--- config.mk ---
export PLATFORM = sky130hd
export DESIGN_NAME = fmul_round_pack
export DESIGN_NICKNAME = d
export VERILOG_FILES = /design/src/rtl/fpu_pkg.sv /design/src/rtl/fp32_round_inc.sv /design/src/rtl/fmul_round_pack.sv
export SDC_FILE = /design/constraint.sdc
export NUM_CORES = 1
export LEC_CHECK = 0
export BUFFER_PORTS_ARGS = -buffer_cell sky130_fd_sc_hd__buf_2
export CORE_UTILIZATION = 50
export CTS_BUF_LIST = sky130_fd_sc_hd__clkbuf_4
export CTS_CLUSTER_DIAMETER = 120
export DETAILED_ROUTE_END_ITERATION = 16
export PLACE_DENSITY_LB_ADDON = 0.05
export SLEW_MARGIN = 15
export SYNTH_ARGS = -nofsm -noshare
export SYNTH_HDL_FRONTEND = slang
export SYNTH_SLANG_ARGS = --single-unit
--- constraint.sdc ---
create_clock -name clk -period 2.05 [get_ports clk]
set_clock_uncertainty 0.15 [all_clocks]
set_input_delay 0.205 -clock clk [delete_from_list [all_inputs] [get_ports clk]]
set_output_delay 0.205 -clock clk [all_outputs]
set_load 0.02 [all_outputs]
--- src/rtl/fpu_pkg.sv ---
// Shared FP32 constants for the multiplier/adder output stages.
package fpu_pkg;
  localparam int EXP_MAX  = 255;
  localparam int EXP_BIAS = 127;
  localparam logic [31:0] QNAN_DEFAULT = 32'h7FC0_0000;

  // Bit positions inside the 4-bit {invalid, overflow, underflow, inexact} flag vector
  localparam int FLG_INV = 3;
  localparam int FLG_OVF = 2;
  localparam int FLG_UNF = 1;
  localparam int FLG_INX = 0;

  localparam int ROUND_RNE = 0;
  localparam int ROUND_RTZ = 1;
endpackage

--- src/rtl/fp32_round_inc.sv ---
// Rounding-increment decision for a 23-bit mantissa with guard/sticky.
module fp32_round_inc
  import fpu_pkg::*;
(
  input  logic [22:0] mant,
  input  logic        g,
  input  logic        s,
  input  logic        mode,
  output logic        inc,
  output logic        carry
);
  // mode: 0 = nearest-even, 1 = toward zero (never increments)
  assign inc   = !mode & g & (s | mant[0]);
  assign carry = inc & (&mant);
endmodule

--- src/rtl/fmul_round_pack.sv ---
// FP32 multiplier output stage: round, resolve exceptions, pack, with a 2-stage valid/ready pipe.
// Optional build macro FMUL_RP_STICKY_FLAGS_EN adds flag_clr / sticky_flags accumulation.
module fmul_round_pack
  import fpu_pkg::*;
#(
  parameter int          ROUND_MODE = ROUND_RNE,
  parameter logic [31:0] QNAN       = QNAN_DEFAULT
) (
  input  logic        clk,
  input  logic        rst,
  input  logic        in_valid,
  output logic        in_ready,
  input  logic        in_sign,
  input  logic [7:0]  in_exp,
  input  logic [23:0] in_frac,
  input  logic        in_sticky,
  input  logic        in_error,
  input  logic        in_overflow,
  output logic        out_valid,
  input  logic        out_ready,
  output logic [31:0] out_data,
  output logic [3:0]  out_flags
`ifdef FMUL_RP_STICKY_FLAGS_EN
  ,
  input  logic        flag_clr,
  output logic [3:0]  sticky_flags
`endif
);
  localparam logic RMODE = (ROUND_MODE == ROUND_RTZ);

  logic        r_s1_valid, r_s1_sign, r_s1_inc, r_s1_carry, r_s1_err, r_s1_ovf, r_s1_gs;
  logic [7:0]  r_s1_exp;
  logic [22:0] r_s1_mant;
  logic        r_s2_valid;
  logic [31:0] r_out_data;
  logic [3:0]  r_out_flags;

  logic        w_s1_adv, w_s2_adv, w_inc, w_carry;
  logic [22:0] w_mant_rnd;
  logic [8:0]  w_exp_rnd;
  logic [31:0] w_data;
  logic [3:0]  w_flags;

  assign w_s2_adv = !r_s2_valid | out_ready;
  assign w_s1_adv = !r_s1_valid | w_s2_adv;
  assign in_ready = w_s1_adv & !rst;

  fp32_round_inc u_round_inc (
    .mant  (in_frac[23:1]),
    .g     (in_frac[0]),
    .s     (in_sticky),
    .mode  (RMODE),
    .inc   (w_inc),
    .carry (w_carry)
  );

  always_ff @(posedge clk) begin
    if (rst) begin
      r_s1_valid <= 1'b0;
      r_s1_sign  <= 1'b0;
      r_s1_exp   <= '0;
      r_s1_mant  <= '0;
      r_s1_inc   <= 1'b0;
      r_s1_carry <= 1'b0;
      r_s1_err   <= 1'b0;
      r_s1_ovf   <= 1'b0;
      r_s1_gs    <= 1'b0;
    end else if (w_s1_adv) begin
      r_s1_valid <= in_valid;
      if (in_valid) begin
        r_s1_sign  <= in_sign;
        r_s1_exp   <= in_exp;
        r_s1_mant  <= in_frac[23:1];
        r_s1_inc   <= w_inc;
        r_s1_carry <= w_carry;
        r_s1_err   <= in_error;
        r_s1_ovf   <= in_overflow;
        r_s1_gs    <= in_frac[0] | in_sticky;
      end
    end
  end

  // Mantissa wraps to zero exactly when the increment carries out, which is the renormalised value.
  assign w_mant_rnd = r_s1_mant + {22'b0, r_s1_inc};
  assign w_exp_rnd  = {1'b0, r_s1_exp} + {8'b0, r_s1_carry};

  always_comb begin
    w_data  = '0;
    w_flags = '0;
    if (r_s1_err) begin
      w_data           = QNAN;
      w_flags[FLG_INV] = 1'b1;
    end else if (r_s1_ovf) begin
      w_data           = {r_s1_sign, 8'hFF, 23'h0};
      w_flags[FLG_OVF] = 1'b1;
      w_flags[FLG_INX] = 1'b1;
    end else if (r_s1_exp == 8'h00) begin
      w_data           = {r_s1_sign, 31'h0};
      w_flags[FLG_UNF] = 1'b1;
      w_flags[FLG_INX] = (|r_s1_mant) | r_s1_gs;
    end else if (w_exp_rnd >= 9'(EXP_MAX)) begin
      w_data           = {r_s1_sign, 8'hFF, 23'h0};
      w_flags[FLG_OVF] = 1'b1;
      w_flags[FLG_INX] = 1'b1;
    end else begin
      w_data           = {r_s1_sign, w_exp_rnd[7:0], w_mant_rnd};
      w_flags[FLG_INX] = r_s1_gs;
    end
  end

  always_ff @(posedge clk) begin
    if (rst) begin
      r_s2_valid  <= 1'b0;
      r_out_data  <= '0;
      r_out_flags <= '0;
    end else if (w_s2_adv) begin
      r_s2_valid <= r_s1_valid;
      if (r_s1_valid) begin
        r_out_data  <= w_data;
        r_out_flags <= w_flags;
      end
    end
  end

  assign out_valid = r_s2_valid;
  assign out_data  = r_out_data;
  assign out_flags = r_out_flags;

`ifdef FMUL_RP_STICKY_FLAGS_EN
  logic [3:0] r_sticky;

  // A flag arriving in the same cycle as a clear survives it.
  always_ff @(posedge clk) begin
    if (rst) r_sticky <= '0;
    else     r_sticky <= (flag_clr ? 4'h0 : r_sticky) |
                         ((r_s2_valid & out_ready) ? r_out_flags : 4'h0);
  end

  assign sticky_flags = r_sticky;
`endif
endmodule
== Word-level counts from Yosys, hierarchy flattened ==
Index checks and enable logic that the tools add are counted.

* Add/subtract/negate cells: 2
* Magnitude comparators: 1
* Muxes and demuxes: 14
* Bitwise gates (word level): 8
* Reduce and logical (&&, ||, !) cells: 8

{| class="wikitable"
|+ Operators by type and width
! kind !! number
|-
| two-way mux 31 bit || 3
|-
| two-way mux 32 bit || 1
|-
| adder 23 x 1 -> 23 bit || 1
|-
| AND reduction 23 bit || 1
|-
| OR reduction 23 bit || 1
|-
| adder 8 x 1 -> 9 bit || 1
|-
| greater-or-equal comparator 9 x 8 -> 1 bit, second input constant || 1
|-
| two-way mux 1 bit || 9
|-
| logical NOT 8 bit || 1
|-
| OR 1 bit || 5
|-
| AND reduction 2 bit || 2
|-
| bitwise AND 1 bit || 3
|-
| logical NOT 1 bit || 3
|-
| two-way mux 3 bit || 1
|}

* Flip-flop bits (word level): 75
* Bits of input ports: 40

== Depth between registers and ports, before layout ==
* Word-level depth: 6
* Mapped depth: 8

== By module ==
Synthesis repeated with hierarchy kept, for this count alone.

* Cell total of the unflattened synthesis: 415
* Area, all modules: 3,293.2 µm²

{| class="wikitable"
|+ Modules (own cells, without submodules)
! module !! instances !! cells each !! area each (µm²) !! seq. area each (µm²)
|-
| fmul_round_pack || 1 || 405 || 3,226.8 || 1,501.4
|-
| fp32_round_inc || 1 || 10 || 66.3 || 0.0
|}

== Worst setup path before layout ==
No wires, ideal clock.

* Kind: register to register
* From: reg r_s1_carry
* To: reg r_out_data[23] (netlist: out_data[23])
* Setup time: 0.134 ns
* Data arrival time: 1.696 ns
* Data required time: 1.766 ns
* Setup slack: 0.071 ns
* Cell stages (with the launch flop): 8
* Path buffers: 0
* Period minus slack after synthesis: 1.979 ns
* Cell sequence: dfxtp_1 ha_1 ha_1 nand3_1 nor2_1 or4_1 a21oi_2 a211oi_1

* Word-level cells in the longest chain between the ends: 6

{| class="wikitable"
|+ RTL lines
! what !! RTL line !! source
|-
| start: declaration || fmul_round_pack.sv:31 || <nowiki>logic r_s1_valid, r_s1_sign, r_s1_inc, r_s1_carry, r_s1_err, r_s1_ovf, r_s1_gs;</nowiki>
|-
| start signal: assignment || fmul_round_pack.sv:75 || <nowiki>r_s1_carry <= w_carry;</nowiki>
|-
| adder 8 x 1 -> 9 bit (*) || fmul_round_pack.sv:85 || <nowiki>assign w_exp_rnd = {1'b0, r_s1_exp} + {8'b0, r_s1_carry};</nowiki>
|-
| greater-or-equal comparator 9 x 8 -> 1 bit || fmul_round_pack.sv:101 || <nowiki>end else if (w_exp_rnd >= 9'(EXP_MAX)) begin</nowiki>
|-
| two-way mux 31 bit (*) || fmul_round_pack.sv:101 ||
|-
| two-way mux 31 bit (*) || fmul_round_pack.sv:97 || <nowiki>end else if (r_s1_exp == 8'h00) begin</nowiki>
|-
| two-way mux 31 bit (*) || fmul_round_pack.sv:93 || <nowiki>end else if (r_s1_ovf) begin</nowiki>
|-
| two-way mux 32 bit (*) || fmul_round_pack.sv:90 || <nowiki>if (r_s1_err) begin</nowiki>
|-
| end signal: assignment || fmul_round_pack.sv:119 || <nowiki>r_out_data <= w_data;</nowiki>
|-
| end: declaration || fmul_round_pack.sv:35 || <nowiki>logic [31:0] r_out_data;</nowiki>
|}

Mark *: on every way between the ends. The rest lies on a longest branch, timed or not.
A chain may end at the register's enable or synchronous reset.

== Worst setup path in the final report ==
* From: reg r_s1_carry
* To: reg r_out_data[11] (netlist: out_data[11])

* Word-level cells in the longest chain between the ends: 6

{| class="wikitable"
|+ RTL lines
! what !! RTL line
|-
| adder 8 x 1 -> 9 bit || fmul_round_pack.sv:85
|-
| greater-or-equal comparator 9 x 8 -> 1 bit || fmul_round_pack.sv:101
|-
| two-way mux 31 bit || fmul_round_pack.sv:101
|-
| two-way mux 31 bit || fmul_round_pack.sv:97
|-
| two-way mux 31 bit || fmul_round_pack.sv:93
|-
| two-way mux 32 bit || fmul_round_pack.sv:90
|}

No other way between the ends.

==> metrics.md <==
| Metric | Value |
|---|---|
| Outcome | completed |
| Die H | approximately 83 um |
| Root Driver | clkbuf_4 |
| Io pins | between 70 and 80 |
| CP max FO | 6 |
| Filler cells | 534 |
| Register area | about 1500 sq um |
| Pint | 0.00236 W |
| Hold_sp | in_frac[0] |
| Switching share of total power | 25.5% |
| Die width | around 83 um |
| # DRC | 0 |
| WL/cell | about 14 um |
| Post-Synth XOR/XNOR Area | 6.60% |
| Die ar. | 6920 sq um |
| Seq cells post-synth | 75 |
| Fmax | 501 MHz |
| Crit path time final | between 1.5 and 2 ns |
| WP data required | 2.24 ns |
| Register area share after synthesis | between 40% and 50% |
| Yosys warnings | 0 |
| Gr ovfl total | 0 |
| Mux cell area share after synthesis | 0.304% |
| Crit Reg-Reg Startpoint | r_s1_carry |
| Total CTS buffers | 9 |
| LEAKAGE | 1.93 nW |
| Comb power frac | 14.1% |
| Area growth, synth to finish | 39.1% |
| Vias/cell | approximately 5.3 |
| Crit path capture type | flop |
| Clock Tree Buf Depth | 2 |
| Worst min path class | in2reg |
| Number of synthesized flops with an enable pin | 0 |
| Reg2Reg Depth | 8 |
| First-pass GRT wire length | 13.8 mm |
| H-Tree Depth | 3 |
| Hold depth | 3 |
| Largest family of logic cells by synthesized area | simple AND/OR/NAND/NOR gates |
| Relative slew slack | 68.2% |
| Yosys cell types | 43 |
| Routed wire length | 8.56 mm |
| Synth Net Count | 458 |
| Synth Instances | 414 |
| Most used DFF post-synth | dfxtp_1 |
| Dpl cell area | 3860 sq um |
| Clk Latency, worst-skew pair | 0.41 ns |
| Power share of the clock group | 35.6% |
| Hold path endpoint | r_s1_gs |
| Drt first-iter violations | 146 |
| Number of antenna diodes | 0 |
| Final instance area | ~4600 sq um |
| GRT Overall Usage | 24.5% |
| Hold Vio Cnt, Final | 0 |
| Final Cycle Share | 97.3% |
| Peak supply drop | between 0.0004 and 0.0005 V |
| Least-Margin Pin Slew | 0.476 ns |
| Flop pwr share | 50.3% |
| Routability cong. | 0.865 |
| Startpoint class of the critical path | flop |
| Avg Synthesized Cell Area | approximately 8 sq um |
| Total number of vias | around 3,300 |
| Largest net degree at the start of global routing | 28 |
| Reg-to-Reg End | out_data[11] |
| Netlist Area Pre-Place | about 3300 sq um |
| Num rows | 29 |
| Adder-Cell Fraction of Synth Area | 1.52% |
| Switching power total | 0.000806 W |
| Most common cell in the synthesized netlist | nand2_1 |
| Post-synth ARST share | 0% |
| IO Port Bufs | 77 |
| Simple-Gate Fraction of Synth Area | 29.3% |
| Util after Layout | 72.2% |
| Drt first pass iters | 4 |
| Area of the multi-input gates | between 1500 and 2000 sq um |
| WP data arrival | 2.19 ns |
| Starting Density | 51.9% |
| Initial antenna violation count | 0 |
| Clk sink count | 75 |
| Crit Path Class | reg2reg |
| TritonCTS clock tree | done |
| Final ANT Viol Nets | 0 |
| Final slew viol count | 0 |
| Post-synth top area share | 45.5% |
| Compound-cell area share of the yosys netlist | 13.0% |
| Max cap viols | 0 |
| Top cells by area, synth | dfxtp_1 46%, nand2_1 13%, a21oi_1 5.9% |
| Vias in the first global route | 3,111 |
| Top cells by count, synth | 115 x nand2_1, 75 x dfxtp_1, 39 x a21oi_1, 22 x nor2_1, 21 x o21ai_0 |
| Setup TNS | 0 ns |
| HPWL after DPL | 5.61 mm |
| R2R setup slack | 0.06 ns |
| Largest area contributor in the netlist | dfxtp_1 |
| Clock-pin transition on the worst setup and hold timing paths | 0.12 ns |
| Share of cells above drive strength 1 | 26.9% |
| Final setup viols | 0 |
| Final nets | roughly 600 |
| Core Area | 6350 sq um |
| Pwr/cell area | 690 nW/um^2 |
[stage by stage]
step	setup slack (ns)	total power, W	hold slack [ns]	instances
after floorplan	0.0708	0.00183	0.176	414
after global placement	0.00170	0.00198	0.280	569
final	0.0557	0.00317	0.0263	627
after global routing	-0.0418	0.00330	0.0440	627
after CTS	0.0125	0.00315	0.00318	622
after detailed placement	-0.0133	0.00198	0.288	569
[how the worst max path moves through the flow]
stage | startpoint | end | slack (ns)
detailed placement | r_s1_carry | out_data[25] | -0.01
global placement | r_s1_carry | out_data[25] | 0.002
CTS | r_s1_carry | out_data[16] | 0.01
global route | r_s1_mant[0] | out_data[12] | -0.04
floorplan | r_s1_carry | out_data[23] | 0.07
finish | r_s1_carry | out_data[11] | 0.06
[layout make-up]
cell class                 instances  area share [%]
clock buffer                      10            1.64
sequential                        75            32.8
tap                               77            2.10
clock inverter                     6            2.27
multi-input combinational        312            38.7
timing repair buffer             141            22.0
inverter                           6           0.491
[cell usage in the layout, fill, tap and decap left out, types with 2 or more instances in the layout]
cell / instances
buf_4: 23
nand2_1: 114
ha_4: 2
inv_1: 6
a211oi_1: 5
nor2_2: 2
a21oi_1: 39
dfxtp_1: 73
o21ai_0: 3
xor2_1: 16
nor3_1: 7
o21ai_1: 17
o21ai_2: 4
clkinv_2: 2
nand4_1: 14
nand2b_1: 2
o22ai_1: 2
clkbuf_4: 10
buf_2: 77
nor4_1: 9
bufinv_16: 3
nor2_1: 21
and3_1: 3
dlygate4sd3_1: 37
and2_1: 3
nand3_1: 12
xnor2_1: 7
clkbuf_16: 2
dfxtp_2: 2
or2_2: 2
[power by group through the flow]
stage / combinational [W] / clock [W] / sequential, W
2_1_floorplan: 0.000195 / 0 / 0.00164
3_3_place_gp: 0.000355 / 0 / 0.00162
3_5_place_dp: 0.000359 / 0 / 0.00162
4_1_cts: 0.000415 / 0.00114 / 0.00159
5_1_grt: 0.000492 / 0.00121 / 0.00160
6_report: 0.000445 / 0.00113 / 0.00159
[worst max-delay path, cell delays in order (launching register included)]
cell,delay (ns)
dfxtp_2,0.35
ha_4,0.17
ha_4,0.16
xor2_1,0.15
nor3b_4,0.18
a211oi_4,0.28
nand3_4,0.17
clkbuf_16,0.21
o21ai_1,0.12
[cells by family (layout without fill, tap and decap cells)]
logic type      Yosys count  after routing
compound gates           77             77
xor+xnor                 24             24
fa+ha+maj                 4              4
buf+inv                  27            163
flops                    75             75
mux                       1              1
simple gates            206            206
[per-layer routing]
layer	track usage, %	part of all wire [%]
met1	29.2	42
met2	42.6	51
met3	3.68	3.9
met4	12.5	2.5
met5	0	0
[registers in the layout (all words and copies together) (netlist names)]
signal and flops:
r_s1_ovf 1, r_s1_carry 1, r_s1_gs 1, r_s1_valid 1
r_s1_mant 23, out_flags 4, r_s1_inc 1, r_s1_err 1
out_valid 1, r_s1_sign 1, out_data 32, r_s1_exp 8
[timing repair]
item                                   4_1_cts  5_1_grt
setup buffers                                0        2
setup endpoints to repair                   12       33
pin swaps                                    1        5
endpoints found under the hold margin       37        0
gates cloned                                 0        3
hold buffers                                37        0
resized for setup                            2       38
No activity file was read; power rests on OpenSTA's default activity.
